$ cat config.mk
export PLATFORM = sky130hd
export DESIGN_NAME = rect_fill_engine
export DESIGN_NICKNAME = d
export VERILOG_FILES = /design/src/rtl/rect_gpu_pkg.sv /design/src/rtl/rect_clip.sv /design/src/rtl/rect_fill_engine.sv
export SDC_FILE = /design/constraint.sdc
export NUM_CORES = 1
export LEC_CHECK = 0
export CAP_MARGIN = 20
export CORE_ASPECT_RATIO = 1.1
export CORE_MARGIN = 2
export CORE_UTILIZATION = 40
export DETAILED_ROUTE_END_ITERATION = 10
export HOLD_SLACK_MARGIN = 0.06
export PLACE_DENSITY = 0.58
export SYNTH_ARGS = -nofsm -noshare
export SYNTH_HDL_FRONTEND = slang
export SYNTH_SLANG_ARGS = --single-unit
$ cat constraint.sdc
create_clock -name clk -period 15.1 [get_ports clk]
set_clock_uncertainty 0.2 [all_clocks]
set_input_delay 2.265 -clock clk [delete_from_list [all_inputs] [get_ports clk]]
set_output_delay 2.265 -clock clk [all_outputs]
set_load 0.02 [all_outputs]
$ cat src/rtl/rect_gpu_pkg.sv
// Shared types and mailbox layout for the rectangle fill engine.
// Imported by the engine top and the clip unit.
package rect_gpu_pkg;

  typedef enum logic [3:0] {
    ST_POLL = 4'd0,
    ST_CHK  = 4'd1,
    ST_RD1  = 4'd2,
    ST_CAP1 = 4'd3,
    ST_RD2  = 4'd4,
    ST_CAP2 = 4'd5,
    ST_RD3  = 4'd6,
    ST_CAP3 = 4'd7,
    ST_CLIP = 4'd8,
    ST_DRAW = 4'd9,
    ST_ACK  = 4'd10
  } state_t;

  localparam logic [1:0] MB_CTRL   = 2'd0;
  localparam logic [1:0] MB_P0     = 2'd1;
  localparam logic [1:0] MB_P1     = 2'd2;
  localparam logic [1:0] MB_COLOUR = 2'd3;

  localparam int unsigned BIT_GO      = 0;
  localparam int unsigned BIT_OUTLINE = 1;
  localparam int unsigned BIT_DONE    = 31;

  localparam logic [31:0] DONE_WORD = 32'h8000_0000;

  // Mailbox coordinate word: x in the low half, y in the high half.
  typedef struct packed {
    logic signed [15:0] y;
    logic signed [15:0] x;
  } point_t;

endpackage

$ cat src/rtl/rect_clip.sv
// Orders two signed corners, tests the box against the screen
// and clamps it to the visible area.
module rect_clip
  import rect_gpu_pkg::*;
#(
  parameter int H_RES = 640,
  parameter int V_RES = 480
) (
  input  point_t      i_p0,
  input  point_t      i_p1,
  output logic        o_empty,
  output logic [15:0] o_xl,
  output logic [15:0] o_xh,
  output logic [15:0] o_yl,
  output logic [15:0] o_yh
);

  localparam logic signed [16:0] XMAX = 17'(H_RES - 1);
  localparam logic signed [16:0] YMAX = 17'(V_RES - 1);
  localparam logic signed [16:0] ZERO = 17'sd0;

  logic signed [16:0] w_x0, w_x1, w_y0, w_y1;
  logic signed [16:0] w_xl, w_xh, w_yl, w_yh;
  logic signed [16:0] w_xlc, w_xhc, w_ylc, w_yhc;

  always_comb begin
    w_x0 = {i_p0.x[15], i_p0.x};
    w_x1 = {i_p1.x[15], i_p1.x};
    w_y0 = {i_p0.y[15], i_p0.y};
    w_y1 = {i_p1.y[15], i_p1.y};

    w_xl = (w_x0 < w_x1) ? w_x0 : w_x1;
    w_xh = (w_x0 < w_x1) ? w_x1 : w_x0;
    w_yl = (w_y0 < w_y1) ? w_y0 : w_y1;
    w_yh = (w_y0 < w_y1) ? w_y1 : w_y0;

    o_empty = (w_xh < ZERO) || (w_yh < ZERO) ||
              (w_xl > XMAX) || (w_yl > YMAX);

    w_xlc = (w_xl < ZERO) ? ZERO : ((w_xl > XMAX) ? XMAX : w_xl);
    w_xhc = (w_xh < ZERO) ? ZERO : ((w_xh > XMAX) ? XMAX : w_xh);
    w_ylc = (w_yl < ZERO) ? ZERO : ((w_yl > YMAX) ? YMAX : w_yl);
    w_yhc = (w_yh < ZERO) ? ZERO : ((w_yh > YMAX) ? YMAX : w_yh);

    o_xl = w_xlc[15:0];
    o_xh = w_xhc[15:0];
    o_yl = w_ylc[15:0];
    o_yh = w_yhc[15:0];
  end

endmodule

$ cat src/rtl/rect_fill_engine.sv
// Polls an SRAM command mailbox and rasterises clipped filled or
// outlined rectangles into the VGA pixel buffer, then acks.
module rect_fill_engine
  import rect_gpu_pkg::*;
#(
  parameter int H_RES    = 640,
  parameter int V_RES    = 480,
  parameter int PIX_W    = 8,
  parameter int VADDR_W  = 19,
  parameter int CMD_AW   = 8,
  parameter int CMD_BASE = 0
) (
  input  logic               clk,
  input  logic               reset,
  output logic [CMD_AW-1:0]  sram_address,
  output logic               sram_clken,
  output logic               sram_chipselect,
  output logic               sram_write,
  output logic [31:0]        sram_writedata,
  output logic [3:0]         sram_byteenable,
  input  logic [31:0]        sram_readdata,
  output logic [VADDR_W-1:0] vga_address,
  output logic               vga_clken,
  output logic               vga_chipselect,
  output logic               vga_write,
  output logic [PIX_W-1:0]   vga_writedata,
  output logic               busy,
  output logic               done_pulse
);

  localparam logic [VADDR_W-1:0] HRES_V = VADDR_W'(H_RES);
  localparam logic [CMD_AW-1:0]  BASE_A = CMD_AW'(CMD_BASE);

  state_t             r_state;
  point_t             r_p0;
  point_t             r_p1;
  logic               r_outline;
  logic [PIX_W-1:0]   r_colour;
  logic [15:0]        r_x;
  logic [15:0]        r_y;
  logic [15:0]        r_xl;
  logic [15:0]        r_xh;
  logic [15:0]        r_yl;
  logic [15:0]        r_yh;
  logic [VADDR_W-1:0] r_addr;
  logic [VADDR_W-1:0] r_row_base;

  logic               w_empty;
  logic [15:0]        w_xl, w_xh, w_yl, w_yh;
  logic [VADDR_W-1:0] w_row_base;
  logic [VADDR_W-1:0] w_next_base;
  logic               w_row_end;
  logic               w_last;
  logic               w_skip;
  logic               w_live;
  logic               w_rd;
  logic               w_wr;
  logic               w_draw;
  logic [1:0]         w_off;

  rect_clip #(
    .H_RES (H_RES),
    .V_RES (V_RES)
  ) u_clip (
    .i_p0    (r_p0),
    .i_p1    (r_p1),
    .o_empty (w_empty),
    .o_xl    (w_xl),
    .o_xh    (w_xh),
    .o_yl    (w_yl),
    .o_yh    (w_yh)
  );

  assign w_row_base  = VADDR_W'(w_yl) * HRES_V;
  assign w_next_base = r_row_base + HRES_V;
  assign w_row_end   = (r_x == r_xh);
  assign w_last      = w_row_end && (r_y == r_yh);
  // Outline interior rows only touch the two edge columns.
  assign w_skip      = r_outline && (r_y > r_yl) && (r_y < r_yh);

  always_comb begin
    w_rd   = 1'b0;
    w_wr   = 1'b0;
    w_draw = 1'b0;
    w_off  = MB_CTRL;
    unique case (r_state)
      ST_POLL: w_rd = 1'b1;
      ST_RD1: begin
        w_rd  = 1'b1;
        w_off = MB_P0;
      end
      ST_RD2: begin
        w_rd  = 1'b1;
        w_off = MB_P1;
      end
      ST_RD3: begin
        w_rd  = 1'b1;
        w_off = MB_COLOUR;
      end
      ST_DRAW: w_draw = 1'b1;
      ST_ACK:  w_wr   = 1'b1;
      default: ;
    endcase
  end

  // Strobes are held low for the whole reset cycle.
  assign w_live = ~reset;

  assign sram_clken      = w_live & (w_rd | w_wr);
  assign sram_chipselect = w_live & (w_rd | w_wr);
  assign sram_write      = w_live & w_wr;
  assign sram_address    = (w_live & (w_rd | w_wr)) ?
                           BASE_A + CMD_AW'(w_off) : '0;
  assign sram_writedata  = (w_live & w_wr) ? DONE_WORD : '0;
  assign sram_byteenable = 4'hF;

  assign vga_clken       = w_live & w_draw;
  assign vga_chipselect  = w_live & w_draw;
  assign vga_write       = w_live & w_draw;
  assign vga_address     = (w_live & w_draw) ? r_addr : '0;
  assign vga_writedata   = (w_live & w_draw) ? r_colour : '0;

  assign busy       = w_live &&
                      (r_state != ST_POLL) && (r_state != ST_CHK);
  assign done_pulse = w_live & w_wr;

  always_ff @(posedge clk) begin
    if (reset) begin
      r_state    <= ST_POLL;
      r_p0       <= '0;
      r_p1       <= '0;
      r_outline  <= 1'b0;
      r_colour   <= '0;
      r_x        <= '0;
      r_y        <= '0;
      r_xl       <= '0;
      r_xh       <= '0;
      r_yl       <= '0;
      r_yh       <= '0;
      r_addr     <= '0;
      r_row_base <= '0;
    end else begin
      unique case (r_state)
        ST_POLL: r_state <= ST_CHK;
        ST_CHK: begin
          if (sram_readdata[BIT_GO]) begin
            r_outline <= sram_readdata[BIT_OUTLINE];
            r_state   <= ST_RD1;
          end else begin
            r_state   <= ST_POLL;
          end
        end
        ST_RD1: r_state <= ST_CAP1;
        ST_CAP1: begin
          r_p0    <= sram_readdata;
          r_state <= ST_RD2;
        end
        ST_RD2: r_state <= ST_CAP2;
        ST_CAP2: begin
          r_p1    <= sram_readdata;
          r_state <= ST_RD3;
        end
        ST_RD3: r_state <= ST_CAP3;
        ST_CAP3: begin
          r_colour <= sram_readdata[PIX_W-1:0];
          r_state  <= ST_CLIP;
        end
        ST_CLIP: begin
          if (w_empty) begin
            r_state <= ST_ACK;
          end else begin
            r_xl       <= w_xl;
            r_xh       <= w_xh;
            r_yl       <= w_yl;
            r_yh       <= w_yh;
            r_x        <= w_xl;
            r_y        <= w_yl;
            r_row_base <= w_row_base;
            r_addr     <= w_row_base + VADDR_W'(w_xl);
            r_state    <= ST_DRAW;
          end
        end
        ST_DRAW: begin
          if (w_row_end) begin
            if (w_last) begin
              r_state <= ST_ACK;
            end else begin
              r_x        <= r_xl;
              r_y        <= r_y + 16'd1;
              r_row_base <= w_next_base;
              r_addr     <= w_next_base + VADDR_W'(r_xl);
            end
          end else if (w_skip) begin
            r_x    <= r_xh;
            r_addr <= r_row_base + VADDR_W'(r_xh);
          end else begin
            r_x    <= r_x + 16'd1;
            r_addr <= r_addr + 1'b1;
          end
        end
        ST_ACK:  r_state <= ST_POLL;
        default: r_state <= ST_POLL;
      endcase
    end
  end

endmodule
-- Yosys cells after proc, flatten, opt, wreduce, memory -nomap -nowiden
Cells that the tools add are included.
- bits of input ports: 34
- bits in registers: 211
- magnitude comparators: 12
- reductions and logical operators: 17
- equality and inequality tests: 18
- multiplexer cells: 43
- bitwise logic cells: 6
- multiply operators: 1
- $add $sub $neg: 7
- operators by type and width (operator ; count):
    $mux W16 ; 15
    $mux W19 ; 8
    $pmux W19 S2 ; 2
    $lt A17 B1 Y1 const B ; 4
    $mux W17 ; 4
    $pmux W16 S2 ; 2
    $add A19 B16 Y19 ; 3
    $lt A16 B16 Y1 ; 3
    $pmux W4 S10 ; 1
    $gt A17 B10 Y1 const B ; 2
    $gt A17 B11 Y1 const B ; 2
    $add A16 B1 Y16 const B ; 2
    $eq A16 B16 Y1 ; 2
    $mux W32 ; 1
    $add A19 B1 Y19 const B ; 1
    $add A19 B10 Y19 const B ; 1
    $eq A4 B3 Y1 const B ; 4
    $gt A16 B16 Y1 ; 1
    $mul A16 B3 Y12 const B ; 1
    $eq A4 B4 Y1 const B ; 3
    $eq A4 B2 Y1 const B ; 2
    $mux W4 ; 2
    $mux W8 ; 1
    $ne A2 B2 Y1 const B ; 4
    18 further kinds ; 33

-- Depth between registers and ports, before layout
Gate-level depths: netlist of the first run.
- depth after elaboration: 9
- gate-level depth with buffers: 28
- mapped depth without buffers: 25

-- Cells and area by module
From an unflattened synthesis of the first run, not the netlist that was laid out.
- cells, all modules: 2021
- area total of the unflattened synthesis: 14971.9 um^2
- modules (own cells, without submodules) (module ; instances ; seq. area each (um^2) ; cells each ; area an instance (um^2)):
    rect_fill_engine ; 1 ; 4083.9 ; 1684 ; 12708.4
    rect_clip ; 1 ; 0.0 ; 337 ; 2263.4

-- Worst setup path after synthesis of the first run
Ideal clock, no wire load.
- path type: in2out
- start: input reset
- end: output sram_clken
- slack: 9072 ps
- stages: 4
- arrival time: 3563 ps
- cell sequence: clkbuf_1 -> buf_1 -> a211oi_1 -> buf_4
- longest elaborated chain between the ends: 2
- ends and longest elaborated chain (item ; RTL line ; source):
    start: declaration ; rect_fill_engine.sv:14 ; input logic reset,
    $not A1 Y1 ; rect_fill_engine.sv:107 ; assign w_live = ~reset;
    $and A1 B1 Y1 ; n/a ;
    end: declaration ; rect_fill_engine.sv:16 ; output logic sram_clken,
Every way passes these cells.

-- Final worst setup path of the first run
- start: register r_p1[31] (netlist bit)
- end: register r_addr[18]
- longest elaborated chain between the ends: 9
- ends and longest elaborated chain (item ; RTL line ; source):
    start: declaration ; rect_fill_engine.sv:36 ; point_t r_p1;
    start signal: assignment ; rect_fill_engine.sv:160 ; r_p1 <= sram_readdata;
    $lt A16 B16 Y1 ; rect_clip.sv:34 ; w_yl = (w_y0 < w_y1) ? w_y0 : w_y1;
    $mux W17 (*) ; rect_clip.sv:34 ;
    $gt A17 B10 Y1 ; rect_clip.sv:42 ; w_ylc = (w_yl < ZERO) ? ZERO : ((w_yl > YMAX) ? YMAX : w_yl);
    $mux W16 ; rect_clip.sv:42 ;
    $mux W16 (*) ; rect_clip.sv:42 ;
    via u_clip.o_yl[5] ; rect_clip.sv:14 ; output logic [15:0] o_yl,
    $mul A16 B3 Y12 (*) ; rect_fill_engine.sv:74 ; assign w_row_base = VADDR_W'(w_yl) * HRES_V;
    $add A19 B16 Y19 (*) ; rect_fill_engine.sv:179 ; r_addr <= w_row_base + VADDR_W'(w_xl);
    $mux W19 (*) ; rect_fill_engine.sv:169 ; if (w_empty) begin
    $pmux W19 S2 (*) ; rect_fill_engine.sv:143 ; unique case (r_state)
    end signal: assignment ; rect_fill_engine.sv:179 ;
    end signal: assignment ; rect_fill_engine.sv:191 ; r_addr <= w_next_base + VADDR_W'(r_xl);
    end signal: assignment ; rect_fill_engine.sv:195 ; r_addr <= r_row_base + VADDR_W'(r_xh);
    end: declaration ; rect_fill_engine.sv:45 ; logic [VADDR_W-1:0] r_addr;
The timed path passes the listed nets; every way through them passes the cells marked *. The select of a mux whose other input is x is not followed.
A chain may end at the register's enable or synchronous reset.

==> out/metrics.cfg, run 1 <==
[run_status]
outcome=finished, final reports clean

[clocking]
clk_latency_ns=0.46
cts_buffer_depth=2
path_clk_slew_ns=0.07
cts_tree=built
cts_resized=0
cts-buffers-inserted=17
clock_sinks=200
htree_num_levels=4
post_cts_buffers=0
cts_root_buffer=clkbuf_16
hold_buffers=0

[sta]
final_hold_viol_count=0
finalMaxSlewViolations=0
setup_viol=0
period_needed_ns=6.64
setup_ws_ns=8.46
min_period_over_period_pct=43.9
rsz0062_at_grt=no
setup-tns-final_ns=0
relSlewSlack_pct=29.3
max_freq_mhz=151
worst_pin_slew_ns=1.05

[min_path]
min_path_type=reg2reg

[floorplanning]
placementRows=71
start_util_pct=40.3
fp.dieW_um=181
die_area_sq_um=35800
die_y_um=198
core-area_sq_um=34000
top_level_ports=113

[critical_path]
crit_type=reg2reg
worstSetupStartpointType=register
worst_ep_required_time_ns=15.26
worstPathMaxFanout=21
end_kind=register
critPathArrivalTime_ns=6.79

[flow_run]
max-cap-violations=0

[routing]
wl_um=38300
drt.antenna.violating_nets=0
vias=12297
wl_per_cell_um=17.1
drt-pass1-iter-count=6
drt_iter0_drc=703
drc_errors=0
vias_per_cell=5.48

[yosys]
yosysTopAreaCell=dfxtp_1
ys_types=83
ys.flop_type=dfxtp_1
netlist_instances=1775
ys_ff_latch=200
synth_edf_count=0
synth_top_area_share_pct=29.2
yosysWarnings=0
async_flop_share_pct=0
synth_area_leaders=dfxtp_1, ha_1, nand2_1
synthesis.area_sq_um=13700
avgSynthCellArea_sq_um=7.73
yosysSeqAreaShare_pct=29.2

[final_layout]
layout_common_cells=nand2_1, dfxtp_1, nor2_1, a21oi_1, ha_1
drive_gt1_share_pct=5.65
n_antenna_cell=0
nets=1932
final_common_cell=nand2_1
syn2layout_area_growth_pct=10.6

[global_route]
grt_use_total_pct=21.6
grt_pass1_vias=11756
grt_pass1_wl_um=62500
grt-ovfl-total=0
grt_max_degree=86
antenna_found_initial=1

[placement]
place.gp.congestion=0.884
hpwl_um=28000
portBuffers=71
dp_slack_ns=8.55

[pwr]
power_leakage_nw=5.68
power_density_nw_per_um2=86.7
ir_drop_mv=0.0758

[final timing paths]
kind	start	end	slack (ns)	depth (start not counted)
max reg2reg	r_p1[31]	r_addr[18]	8.46	21
min	r_yl[13]	r_yl[13]	0.25	2
max	r_p1[31]	r_addr[18]	8.46	21
min reg2reg	r_yl[13]	r_yl[13]	0.25	2
[where the power goes]
part	total, mW	switching (mW)	internal (mW)	leakage [nW]
Combinational	0.304	0.193	0.111	3.79
Sequential	0.534	0.00415	0.530	1.61
Clock	0.477	0.227	0.249	0.282
Total	1.32	0.425	0.891	5.68
[stage by stage]
stage | cells | cell area, sq um | hold slack [ns] | util [%] | power (mW)
5_1_grt | 2242 | 15200 | 0.277 | 44.6 | 1.38
4_1_cts | 2241 | 15100 | 0.258 | 44.5 | 1.32
6_report | 2242 | 15200 | 0.253 | 44.6 | 1.32
2_1_floorplan | 1821 | 13900 | 0.228 | - | 0.777
3_3_place_gp | 2208 | 14500 | 0.246 | 42.7 | 0.843
3_5_place_dp | 2209 | 14500 | 0.246 | 42.7 | 0.846
[layout make-up]
type	instances	area, sq um
Clock buffer	18	429
Clock inverter	14	166
Sequential cell	200	4000
Multi-Input combinational cell	1383	8760
Fill cell	3463	18900
Inverter	96	360
Timing Repair Buffer	93	897
Tap cell	438	548
[synth_stat cells (all sizes together) (9+ instances only)]
| master | n |
|---|---|
| a2111oi | 13 |
| a211oi | 41 |
| a21o | 19 |
| a21oi | 154 |
| a221oi | 15 |
| and2 | 16 |
| and3 | 44 |
| buf | 79 |
| clkbuf | 63 |
| dfxtp | 200 |
| ha | 105 |
| inv | 95 |
| mux2 | 12 |
| mux2i | 43 |
| nand2 | 237 |
| nand2b | 9 |
| nand3 | 41 |
| nand4 | 23 |
| nor2 | 175 |
| nor2b | 17 |
| nor3 | 70 |
| o2111ai | 11 |
| o211ai | 17 |
| o21ai | 74 |
| xnor2 | 66 |
| xor2 | 26 |
[state kept, by name, summed over array words and instances, names as in the netlist]
signal and cells:
r_yl 15, r_outline 1, r_p0 32, r_y 16, r_addr 19, r_row_base 12
r_xl 15, r_x 16, r_p1 32, r_xh 15, r_yh 15, r_colour 8
r_state 4
[cell families (layout without fill, tap and decap cells)]
logic type,count (synthesis),count (layout),synth area share [%]
fa+ha+maj,107,107,9.87
buf+inv,238,221,8.42
mux,55,55,4.20
simple gates,664,664,22.2
xor+xnor,92,92,5.87
flops,200,200,29.2
other cells,2,48,0.0547
compound gates,417,417,20.2
[critical path, stage by stage (launching register included)]
cell	delay [ns]
dfxtp_1	0.41
inv_1	0.12
ha_1	0.52
nand4_2	0.23
a211oi_1	0.07
a2111oi_2	0.49
o21a_1	0.40
xnor2_2	0.14
buf_4	0.28
mux2_2	0.37
nor2_1	0.28
ha_1	0.31
ha_1	0.35
and3_1	0.21
a2111oi_0	0.71
o21bai_1	0.13
a21oi_1	0.20
xor2_1	0.32
and3b_1	0.23
xnor2_1	0.12
a22o_1	0.18
o32ai_1	0.24
[layer usage]
layer	track usage (%)	vias up	part of all wire (%)
met2	35.0	339	44
met1	29.3	5715	48
li1	-	6189	-
met4	8.51	0	2.7
met3	2.83	54	4.6
met5	0	-	0
Note: power is estimated with default switching activity, not from simulation.
==> inputs of run 2 (changes only) <==
- clock period: 15.1 -> 6.7 ns (I/O delays scaled with it)
==> run 2 against run 1 <==
  * Routed wire length decreased by 0.19%
  * Critical endpoint unchanged
  * Critical path depth increased by 3
  * Flip-flop and latch count unchanged
  * Setup slack got worse by 8.0 ns
==> out/metrics.cfg, run 2 (synthesis gave the netlist of run 1 again) <==
[min_path]
min_path_type=reg2reg

[floorplanning]
die_y_um=198
fp.dieW_um=181
placementRows=71
core-area_sq_um=34000
start_util_pct=40.3
top_level_ports=113
die_area_sq_um=35800

[sta]
relSlewSlack_pct=29.1
max_freq_mhz=159
setup-tns-final_ns=0
finalMaxSlewViolations=0
setup_viol=0
min_period_over_period_pct=93.6
period_needed_ns=6.27
final_hold_viol_count=0
hold_ws_ns=0.251
worst_pin_slew_ns=1.06
rsz0062_at_grt=no

[routing]
drc_errors=0
drt-pass1-iter-count=5
wl_per_cell_um=17.1
vias=12438
vias_per_cell=5.55
drt.antenna.violating_nets=0
drt_iter0_drc=823
wl_um=38200

[pwr]
total_power_mw=2.90
power_leakage_nw=5.67
ir_drop_mv=0.150
power_density_nw_per_um2=192

[clocking]
clock_sinks=200
hold_buffers=0
cts-buffers-inserted=17
cts_tree=built
clk_latency_ns=0.46
path_clk_slew_ns=0.08
htree_num_levels=4
cts_buffer_depth=2
cts_root_buffer=clkbuf_16

[global_route]
grt_pass1_vias=11724
grt-ovfl-total=0
grt_use_total_pct=21.4
antenna_found_initial=0
grt_max_degree=135
grt_pass1_wl_um=62200

[final_layout]
multi_input_area_sq_um=8770
drive_gt1_share_pct=5.82
final_util_pct=44.5
reg.largest.list=r_p0: 32 flops, r_p1: 32 flops, r_addr: 19 flops
nets=1933
fill_cells=3434
layout_common_cells=nand2_1, dfxtp_1, nor2_1, a21oi_1, ha_1
regArea_sq_um=4000
syn2layout_area_growth_pct=10.3
n_antenna_cell=0
final_common_cell=nand2_1

[critical_path]
cpMostUsedCell=ha_1
critPathBufInv=2
slowest_stage=a2111oi_2
crit_type=reg2reg
critPathTopFamily=compound AO/OA/AOI/OAI gates
critPathMaxStageDelay_ns=0.55
critPathArrivalTime_ns=6.44
worst_ep_required_time_ns=6.87
worstPathMaxFanout=11
end_kind=register
crit_chain=inv_1 -> ha_1 -> nand4_2 -> a211oi_1 -> a2111oi_2 -> o21a_2 -> xnor2_2 -> buf_4 -> nor3_1 -> a211oi_2 -> ha_1 -> ha_1 -> a21o_1 -> a21oi_1 -> xnor2_1 -> ha_1 -> or2_2 -> a21oi_1 -> a21oi_1 -> and2_1 -> and3b_1 -> xnor2_1 -> a22o_1 -> o32ai_1
worstSetupStartpointType=register

[placement]
place.gp.congestion=0.857
portBuffers=71
hpwl_um=27700

[flow_run]
max-cap-violations=0

[run_status]
outcome=finished, final reports clean

## run 2: per-stage QoR
step | instance area, sq um | instances | worst slack, ns
6_report | 15100 | 2242 | 0.426
5_1_grt | 15100 | 2242 | 0.0735
3_5_place_dp | 14600 | 2211 | 0.310
2_1_floorplan | 13900 | 1821 | 1.06
4_1_cts | 15100 | 2242 | 0.273
3_3_place_gp | 14600 | 2210 | 0.407
## run 2: what timing repair did
action,CTS,global route
gates resized for setup,0,4
setup buffers,0,0
endpoints found under the setup margin,0,2
## run 2: cell type report
class	count	share of cell area (%)
clock inverter	13	0.761
inverter	96	2.38
tap	438	3.62
clock buffer	18	2.84
multi-input combinational	1383	58.0
timing repair buffer	94	5.93
sequential	200	26.5
## run 2: per-layer routing
layer	global-route usage [%]	vias to the layer above	part of all wire, %
li1	-	6189	-
met1	28.9	5899	48
met3	2.46	46	3.8
met4	5.70	0	1.7
met5	0	-	0
met2	36.1	304	47
## run 2: worst paths after layout
| path | startpoint | to | slack (ns) | cells past startpoint |
|---|---|---|---|---|
| setup / recovery | r_p1[31] | r_addr[18] | 0.43 | 24 |
| hold / removal | r_yl[10] | r_yl[10] | 0.25 | 2 |
| setup reg to reg | r_p1[31] | r_addr[18] | 0.43 | 24 |
| hold reg to reg | r_yl[10] | r_yl[10] | 0.25 | 2 |
## run 2: report_power, final
| part | switching (mW) | internal [mW] | leakage, nW |
|---|---|---|---|
| Clock | 0.523 | 0.486 | 0.263 |
| Sequential | 0.0119 | 1.19 | 1.61 |
| Combinational | 0.433 | 0.255 | 3.80 |
| Total | 0.968 | 1.94 | 5.67 |
## run 2: tightest hold or removal path, stage by stage, from the launching register on
cell and delay, ns:
dfxtp_1 0.30, inv_1 0.06, nor3_1 0.05
==> inputs of run 3 (changes only) <==
- CTS_CLUSTER_DIAMETER: default -> 80
==> results of run 3 <==
Final layout, timing and power as in run 2 (identical DEF).
